`src/rtl/arb_pkg.sv`:
```
// arb_pkg: shared FSM state type and sizing defaults for bus_arbiter.
// Contents: state_t (IDLE/OWN/TURN), N_REQ requester count, MAX_HOLD_DEF tenure limit.
package arb_pkg;
  typedef enum logic [1:0] {IDLE, OWN, TURN} state_t;
  localparam int N_REQ = 4;
  localparam int MAX_HOLD_DEF = 16;
endpackage

```
`src/rtl/rr_pick.sv`:
```
// rr_pick: combinational round-robin winner search starting at ptr.
// Ports: req (requests), ptr (highest-priority index), valid (any request), win (winner index).
module rr_pick (
  input  logic [3:0] req,
  input  logic [1:0] ptr,
  output logic       valid,
  output logic [1:0] win
);
  // Scan from farthest to nearest offset so the nearest request above ptr wins last.
  always_comb begin
    win = '0;
    for (int i = 3; i >= 0; i--) if (req[ptr + 2'(i)]) win = ptr + 2'(i);
  end
  assign valid = |req;
endmodule

```
`src/rtl/bus_arbiter.sv`:
```
// bus_arbiter: round-robin bus arbiter with bounded tenure and one-cycle turnaround.
// Ports: clk, reset (async active-low), req (requests, bit 0 = CPU),
//        gnt (registered one-hot grant), gnt_id (owner index), busy (|gnt), timeout (tenure cut pulse).
module bus_arbiter #(
  parameter int N_REQ    = arb_pkg::N_REQ,
  parameter int MAX_HOLD = arb_pkg::MAX_HOLD_DEF
) (
  input  logic             clk,
  input  logic             reset,
  input  logic [N_REQ-1:0] req,
  output logic [N_REQ-1:0] gnt,
  output logic [1:0]       gnt_id,
  output logic             busy,
  output logic             timeout
);
  import arb_pkg::*;
  state_t state, state_nx;
  logic [1:0] ptr, ptr_nx, win, gnt_id_nx;
  logic [4:0] hold_cnt, hold_nx;
  logic [N_REQ-1:0] gnt_nx;
  logic valid, timeout_nx;
  rr_pick u_pick (
    .req   (req),
    .ptr   (ptr),
    .valid (valid),
    .win   (win)
  );
  // From IDLE and TURN arbitration is identical; OWN ends on release or when the tenure limit is hit.
  always_comb begin
    state_nx   = state;
    ptr_nx     = ptr;
    hold_nx    = hold_cnt;
    gnt_nx     = gnt;
    gnt_id_nx  = gnt_id;
    timeout_nx = 1'b0;
    if (state == OWN) begin
      if (!req[gnt_id] || hold_cnt == 5'(MAX_HOLD - 1)) begin
        state_nx   = TURN;
        ptr_nx     = gnt_id + 2'd1;
        hold_nx    = '0;
        gnt_nx     = '0;
        gnt_id_nx  = '0;
        timeout_nx = req[gnt_id];
      end else begin
        hold_nx = hold_cnt + 5'd1;
      end
    end else begin
      state_nx  = valid ? OWN : IDLE;
      hold_nx   = '0;
      gnt_nx    = valid ? N_REQ'(1) << win : '0;
      gnt_id_nx = valid ? win : 2'd0;
    end
  end
  always_ff @(posedge clk or negedge reset) begin
    if (!reset) begin
      state    <= IDLE;
      ptr      <= '0;
      hold_cnt <= '0;
      gnt      <= '0;
      gnt_id   <= '0;
      timeout  <= 1'b0;
    end else begin
      state    <= state_nx;
      ptr      <= ptr_nx;
      hold_cnt <= hold_nx;
      gnt      <= gnt_nx;
      gnt_id   <= gnt_id_nx;
      timeout  <= timeout_nx;
    end
  end
  assign busy = |gnt;
endmodule

```
`config.mk`:
```
export PLATFORM = sky130hd
export DESIGN_NAME = bus_arbiter
export DESIGN_NICKNAME = d
export VERILOG_FILES = /design/src/rtl/arb_pkg.sv /design/src/rtl/rr_pick.sv /design/src/rtl/bus_arbiter.sv
export SDC_FILE = /design/constraint.sdc
export NUM_CORES = 1
export LEC_CHECK = 0
export BUFFER_PORTS_ARGS = -buffer_cell sky130_fd_sc_hd__buf_4
export CORE_UTILIZATION = 31
export CTS_CLUSTER_DIAMETER = 80
export DETAILED_ROUTE_END_ITERATION = 16
export GPL_ROUTABILITY_DRIVEN = 0
export GPL_TIMING_DRIVEN = 0
export HOLD_SLACK_MARGIN = 0.15
export PLACE_DENSITY = 0.6
export SYNTH_ARGS = -nofsm -noshare
export SYNTH_HDL_FRONTEND = slang
export SYNTH_SLANG_ARGS = --single-unit
```
`constraint.sdc`:
```
create_clock -name clk -period 2 [get_ports clk]
set_input_delay 0.4 -clock clk [delete_from_list [all_inputs] [get_ports clk]]
set_output_delay 0.4 -clock clk [all_outputs]
set_load 0.05 [all_outputs]
```
* Yosys cells after proc, flatten, opt, wreduce, memory -nomap -nowiden
Cells that the tools add are included.
** Cells by class
- Order comparisons :: 5
- Shifts and indexed selects :: 1
- Eq/ne operators :: 3
- Multiplexer cells :: 27
- Add/subtract/negate cells :: 5
- Reduce and logical (&&, ||, !) cells :: 5
** Operator list (number)
- two-way mux 2 bit :: 9
- < comparator 2 x 3 -> 1 bit (second input constant) :: 5
- two-way mux 4 bit :: 3
- binary-select mux 1 bit (select 2 bit) :: 5
- two-way mux 5 bit :: 2
- two-way mux 1 bit :: 8
- OR reduction 4 bit :: 2
- adder 5 x 1 -> 5 bit (second input constant) :: 1
- == test 5 x 4 -> 1 bit (second input constant) :: 1
- adder 2 x 1 -> 2 bit (second input constant) :: 2
- adder 2 bit (second input constant) :: 2
- left shift 1 x 2 -> 4 bit (first input constant) :: 1
- == test 2 x 1 -> 1 bit (second input constant) :: 1
- inequality test 2 x 1 -> 1 bit (second input constant) :: 1
- AND reduction 2 bit :: 1
- zero test 1 bit :: 1
- logical OR 1 bit :: 1
** Word-level totals
- Output and inout port bits :: 8
- Word-level logic and storage cells :: 52
- Register bits after elaboration :: 16

* Depth between registers and ports, before layout
Gate-level depths: netlist (run 1).
- Depth after elaboration :: 10
- Gate-level depth with buffers :: 8
- Mapped depth without buffers :: 7

* Modules after synthesis
Synthesis (run 1) repeated with hierarchy kept, for this count alone.
** Unflattened totals
- Cells, all modules :: 87
- Area, all modules :: 897.1 um^2
** By module, submodules not included
- bus_arbiter :: times used 1, area each 819.5 um^2, seq. area each 400.4 um^2, cells each 74
- rr_pick :: times used 1, area each 77.6 um^2, seq. area each 0.0 um^2, cells each 13

* Worst setup path after synthesis (run 1)
No wires, ideal clock.
- Path kind :: reg-to-reg
- Start point :: register gnt_id[0]
- End point :: register gnt[3]
- Data required time :: 1879 ps
- Stages on the path, launching flop included :: 5
- Setup slack :: 93 ps
- Period minus slack after synthesis :: 1907 ps
- Path buffers :: 1
- Arrival :: 1786 ps
- Path through :: dfrtp_1 -> mux4_2 -> and2_4 -> buf_6 -> a22o_1
** Between the ends
- Word-level cells in the longest chain between the ends :: 5
** Ends and longest elaborated chain
- start: declaration :: RTL line bus_arbiter.sv:12 : output logic [1:0] gnt_id,
- start signal: assignment :: RTL line bus_arbiter.sv:67 : gnt_id <= gnt_id_nx;
- binary-select mux 1 bit (select 2 bit) :: RTL line bus_arbiter.sv:37 : if (!req[gnt_id] || hold_cnt == 5'(MAX_HOLD - 1)) begin
- two-way mux 1 bit (implied by the code) :: RTL line bus_arbiter.sv:37
- zero test 1 bit :: RTL line bus_arbiter.sv:37
- logical OR 1 bit :: RTL line bus_arbiter.sv:37
- inequality test 2 x 1 -> 1 bit (no source line)
- end signal: assignment :: RTL line bus_arbiter.sv:66 : gnt <= gnt_nx;
- end: declaration :: RTL line bus_arbiter.sv:11 : output logic [N_REQ-1:0] gnt,
Every way passes these cells. The select of a mux whose other input is x is not followed.
A chain may end at the register's enable or synchronous reset.

* Worst setup path in the final report (run 1)
- Start point :: register gnt[1]
- End point :: output port busy
** Between the ends
- Word-level cells in the longest chain between the ends :: 1
** Ends and longest elaborated chain
- OR reduction 4 bit :: RTL line bus_arbiter.sv:71 : assign busy = |gnt;
- end: declaration :: RTL line bus_arbiter.sv:13 : output logic busy,
Every way passes these cells.

==> impl_metrics.ini, run 1 <==
[routing]
wirelength_microns = 1430
drt-pass1-iter-count = 4
wl_met2_microns = 678
top_layer = met4
viasPerCell = 5.13
wl_met1_microns = 656
vias = 590
drc = 0
route.met3.wl_microns = 79
first_iter_violations = 10
postRouteAntennaNets = 0
wl_per_cell_microns = 12.4

[cells_and_area]
drive_gt1_share_pct = 28.7
fin_nets = 96
final_common_cell = dfrtp_1
area_growth_pct = 23.9
final_cell_mix = dfrtp_1, buf_4, nand2_1, nor2_1
antennaDiodeCount = 0
fillCellCount = 222
instances_no_fill = 115
post-route-cell-area_sq_um = 952
final_util_pct = 41.8

[global_route]
antenna_found_initial = 0
grt_pass1_wl_microns = 2460
grt_pass1_vias = 565
overflow = 0
gr-usage-all-layers_pct = 13.0
grt_start_max_net_pins = 17

[sta]
max_freq_mhz = 548
setup_viol = 0
finalCriticalPeriod_ps = 1820
relSlewSlack_pct = 60.7
period_share_pct = 91.2
worstMarginPinSlew_ps = 590
finalMaxSlewViolations = 0
rsz0062_at_grt = false
skew_ps = 3.84
fin_ws_ps = 177
hold_violations = 0
holdWs_ps = 406
tns_ps = 0

[logic_synthesis]
yosys_register_bits = 16
yosysWarnings = 0
syn-num-nets = 77
synth_top_area_share_pct = 52.1
syn_inst = 69
post-synth-top-area-cell = dfrtp_1
ys_top_cells_by_area = dfrtp_1, nand2_1, nor2_1, ha_1, mux4_2
postSynthAreaPerCell_sq_um = 11.1
synth.distinct_cells = 30
yosysSeqAreaShare_pct = 52.1
synth_area_sq_um = 768

[critical_path]
cpPeakStageDelay_ps = 530
reg2reg_depth = 7
critPathRequiredTime_ps = 1600
path_depth = 2
worstPathArrival_ps = 1420
crit_fanout = 3
crit_path_end_kind = output pin
crit_buf_inv = 1
crit_type = reg -> out
critPathLaunchType = register
cp_cell_sequence = or4_1 -> buf_4
path_delay_family = simple AND/OR/NAND/NOR gates
crit_slowest_cell = or4_1

[worst_hold_path]
hold_class = in -> reg
hold_depth = 3

[clock_tree]
clock_path_buffers = 2
numClockSinks = 16
clk_latency_ps = 290
path_clk_slew_ps = 100
post_cts_buffers = 0
cts_inserted_buffers = 3
cts_tree = done
h-tree-depth = 1
root_buffer = clkbuf_4

[floorplanning]
start_util_pct = 33.8
die_area_sq_um = 2680
design.core.area_sq_um = 2280
fp-row-count = 17
die_h_microns = 51.8
pin_count = 14
die_w_microns = 51.8

[placed_design]
portBuffers = 13
dp_cells = 110
post-dp-hpwl_microns = 1060
dpl_cell_area_sq_um = 901
dp_slack_ps = 155

[status]
outcome = finished, final reports clean

[pwr]
p_leak_nw = 0.449
peakVddDrop_uv = 918
power_mw = 1.60
power_density_nw_per_um2 = 1680

[run]
max-cap-violations = 0
cell type report:
class                           count  area (sq um)  share of cell area (%)
Buffer                              1          11.3                    1.18
Clock buffer                        4          36.3                    3.81
Inverter                            3          11.3                    1.18
Multi-Input combinational cell     49           350                    36.8
Sequential cell                    16           400                    42.0
Tap cell                           28          35.0                    3.68
Timing Repair Buffer               14           108                    11.3
worst min-delay path, stage by stage:
cell and delay [ps]:
buf_4 110, o31ai_1 90, nand2_1 60
where the power goes:
part	internal (mW)	switching (mW)	total, mW
registers	0.435	0.108	0.544
clock network	0.111	0.105	0.215
logic	0.321	0.522	0.843
total	0.868	0.735	1.60
final timing paths:
kind,startpoint,endpoint,slack (ps)
max,gnt[1],busy,180
min,req[1],state[0],410
max reg2reg,hold_cnt[0],gnt_id[0],210
min reg2reg,hold_cnt[0],hold_cnt[0],460
max in group asynchronous,reset,gnt[0],1330
min in group asynchronous,reset,state[1],490
logic make-up (layout without fill, tap and decap cells):
logic type	count (synthesis)	count (layout)	share of synthesized area (%)
AND/OR/NAND/NOR	27	27	18.9
flip-flops	16	16	52.1
adder cells (fa/ha/maj)	2	2	3.26
AO/OA/AOI/OAI	14	14	13.8
XOR/XNOR	3	3	3.42
multiplexers	3	3	5.54
buffers and inverters	4	22	2.93
routing by layer:
layer | track usage (%) | vias to the layer above
met2 | 19.7 | 15
met1 | 16.3 | 289
met5 | 0 | -
met3 | 6.14 | 2
met4 | 4.05 | 0
li1 | - | 284
Yosys cell counts (all sizes together):
master   count
and3         2
a221oi       1
o21ai        2
o31a         1
a21oi        3
nand2b       3
o2bb2ai      1
and2         1
inv          3
nor2         7
nor2b        1
o31ai        2
mux4         1
mux2i        2
a22o         2
buf          1
xor2         1
and4b        1
nand3        1
dfrtp       16
ha           2
or4          1
o32ai        1
a32o         1
or2          1
nand2        7
nor3b        2
xnor2        2
registers in the layout, summed over array words and instances (netlist names):
register,count
hold_cnt,5
gnt,4
gnt_id,2
ptr,2
state,2
timeout,1
what timing repair did:
item	CTS	global route
hold endpoints to repair	16	0
resized for setup	0	1
hold buffers	1	0
endpoints found under the setup margin	0	2
(Power assumes the default switching activity.)
==> inputs of run 2 (changes only) <==
--- a/config.mk
+++ b/config.mk
@@ -7,6 +7,7 @@
 export LEC_CHECK = 0
 export BUFFER_PORTS_ARGS = -buffer_cell sky130_fd_sc_hd__buf_4
 export CORE_UTILIZATION = 31
+export CTS_BUF_LIST = sky130_fd_sc_hd__clkbuf_2
 export CTS_CLUSTER_DIAMETER = 80
 export DETAILED_ROUTE_END_ITERATION = 16
 export GPL_ROUTABILITY_DRIVEN = 0
==> run 2 against run 1 <==
Effect of this change:
- die area is the same
- flip-flop and latch count is the same
- sequential power is essentially flat
- non-clock buffer count is the same
- fmax shrank 0.75%
- utilization shrank 0.77 points
- wire length shrank 0.14%
- largest power group unchanged
==> impl_metrics.ini, run 2 (synthesized netlist as in run 1, its figures left out) <==
[sta]
finalCriticalPeriod_ps = 1840
fin_ws_ps = 163
rsz0062_at_grt = false
relSlewSlack_pct = 59.4
finalMaxSlewViolations = 0
period_share_pct = 91.9
setup_viol = 0
worstMarginPinSlew_ps = 610
holdWs_ps = 397
hold_violations = 0
tns_ps = 0
max_freq_mhz = 544
skew_ps = 2.32

[clock_tree]
numClockSinks = 16
h-tree-depth = 1
root_buffer = clkbuf_2
cts_inserted_buffers = 3
post_cts_buffers = 0
clock_path_buffers = 2
path_clk_slew_ps = 150
cts_tree = done
clk_latency_ps = 280

[global_route]
busiest_layer = met2
gr-usage-met2_pct = 19.9
antenna_found_initial = 0
grt_pass1_wl_microns = 2460
grt_pass1_vias = 565
overflow = 0
met1_usage_pct = 16.3
met3_usage_pct = 6.14
grt_start_max_net_pins = 17
gr-usage-all-layers_pct = 12.9

[placed_design]
dp_cells = 110
dpl_cell_area_sq_um = 901
post-dp-hpwl_microns = 1060
portBuffers = 13
dp_slack_ps = 155

[floorplanning]
die_w_microns = 51.8
start_util_pct = 33.8
design.core.area_sq_um = 2280
die_h_microns = 51.8
pin_count = 14
die_area_sq_um = 2680
fp-row-count = 17

[critical_path]
crit_path_end_kind = output pin
crit_type = reg -> out
cp_cell_sequence = or4_1 -> buf_4
critPathRequiredTime_ps = 1600
r2r_setup_slack_ps = 200
crit_fanout = 3
cpPeakStageDelay_ps = 530
crit_slowest_cell = or4_1
critPathLaunchType = register
worstPathArrival_ps = 1440

[pwr]
power_mw = 1.53
power_density_nw_per_um2 = 1640
peakVddDrop_uv = 849
p_leak_nw = 0.442

[routing]
viasPerCell = 5.19
postRouteAntennaNets = 0
vias = 597
wirelength_microns = 1420
drt-pass1-iter-count = 4
drc = 0
first_iter_violations = 6
wl_per_cell_microns = 12.4

[cells_and_area]
antennaDiodeCount = 0
final_cell_mix = dfrtp_1, buf_4, nand2_1, nor2_1
fillCellCount = 223
drive_gt1_share_pct = 27.6
post-route-cell-area_sq_um = 935
largest_reg_flops = 5
instances_no_fill = 115
top_regs = hold_cnt x5, gnt x4
area_growth_pct = 21.7
fin_nets = 96
final_util_pct = 41.1
regMostFlops = hold_cnt
final_common_cell = dfrtp_1

[run]
max-cap-violations = 0

[status]
outcome = finished, final reports clean

[worst_hold_path]
hold_class = in -> reg
==> run 2: cell types whose count changed in the layout (fill, tap and decap cells not counted), sizes merged <==
cell / change
clkbuf: -1
clkinv: +1
==> run 2: path summary, 6_finish.rpt <==
| check | start | end | depth (start not counted) |
|---|---|---|---|
| max in group asynchronous | reset | gnt_id[0] | 2 |
| min | req[1] | state[0] | 3 |
| max | gnt[1] | busy | 2 |
| max reg2reg | hold_cnt[0] | gnt_id[0] | 7 |
| min reg2reg | hold_cnt[0] | hold_cnt[0] | 1 |
| min in group asynchronous | reset | hold_cnt[4] | 2 |
==> run 2: area by class of cell <==
| cell class | instances | area, sq um | area share, % |
|---|---|---|---|
| inverters | 3 | 11.3 | 1.20 |
| repair buffers | 14 | 108 | 11.5 |
| clock inverters | 1 | 3.75 | 0.402 |
| multi-input cells | 49 | 350 | 37.5 |
| well taps | 28 | 35.0 | 3.75 |
| plain buffers | 1 | 11.3 | 1.20 |
| flip-flops and latches | 16 | 400 | 42.8 |
| clock buffers | 3 | 15.0 | 1.61 |
==> run 2: worst max-delay path, delay by kind of cell (launching register included) <==
family,cells,cell delay [ps]
simple gates,1,530
flops,1,420
buf+inv,1,210
==> run 2: per-layer routing <==
layer  wire (microns)  vias to the layer above
met5                0                        -
met4                9                        0
met3               78                        2
met2              686                       15
met1              650                      295
li1                 -                      285
==> run 2: timing repair <==
action / CTS / global route
hold buffers: 1 / 0
resized for setup: 0 / 1
setup endpoints to repair: 0 / 5
hold endpoints to repair: 16 / 0
==> run 2: power by group <==
part / switching [mW] / internal, mW
Combinational: 0.523 / 0.321
Sequential: 0.110 / 0.435
Clock: 0.101 / 0.0435
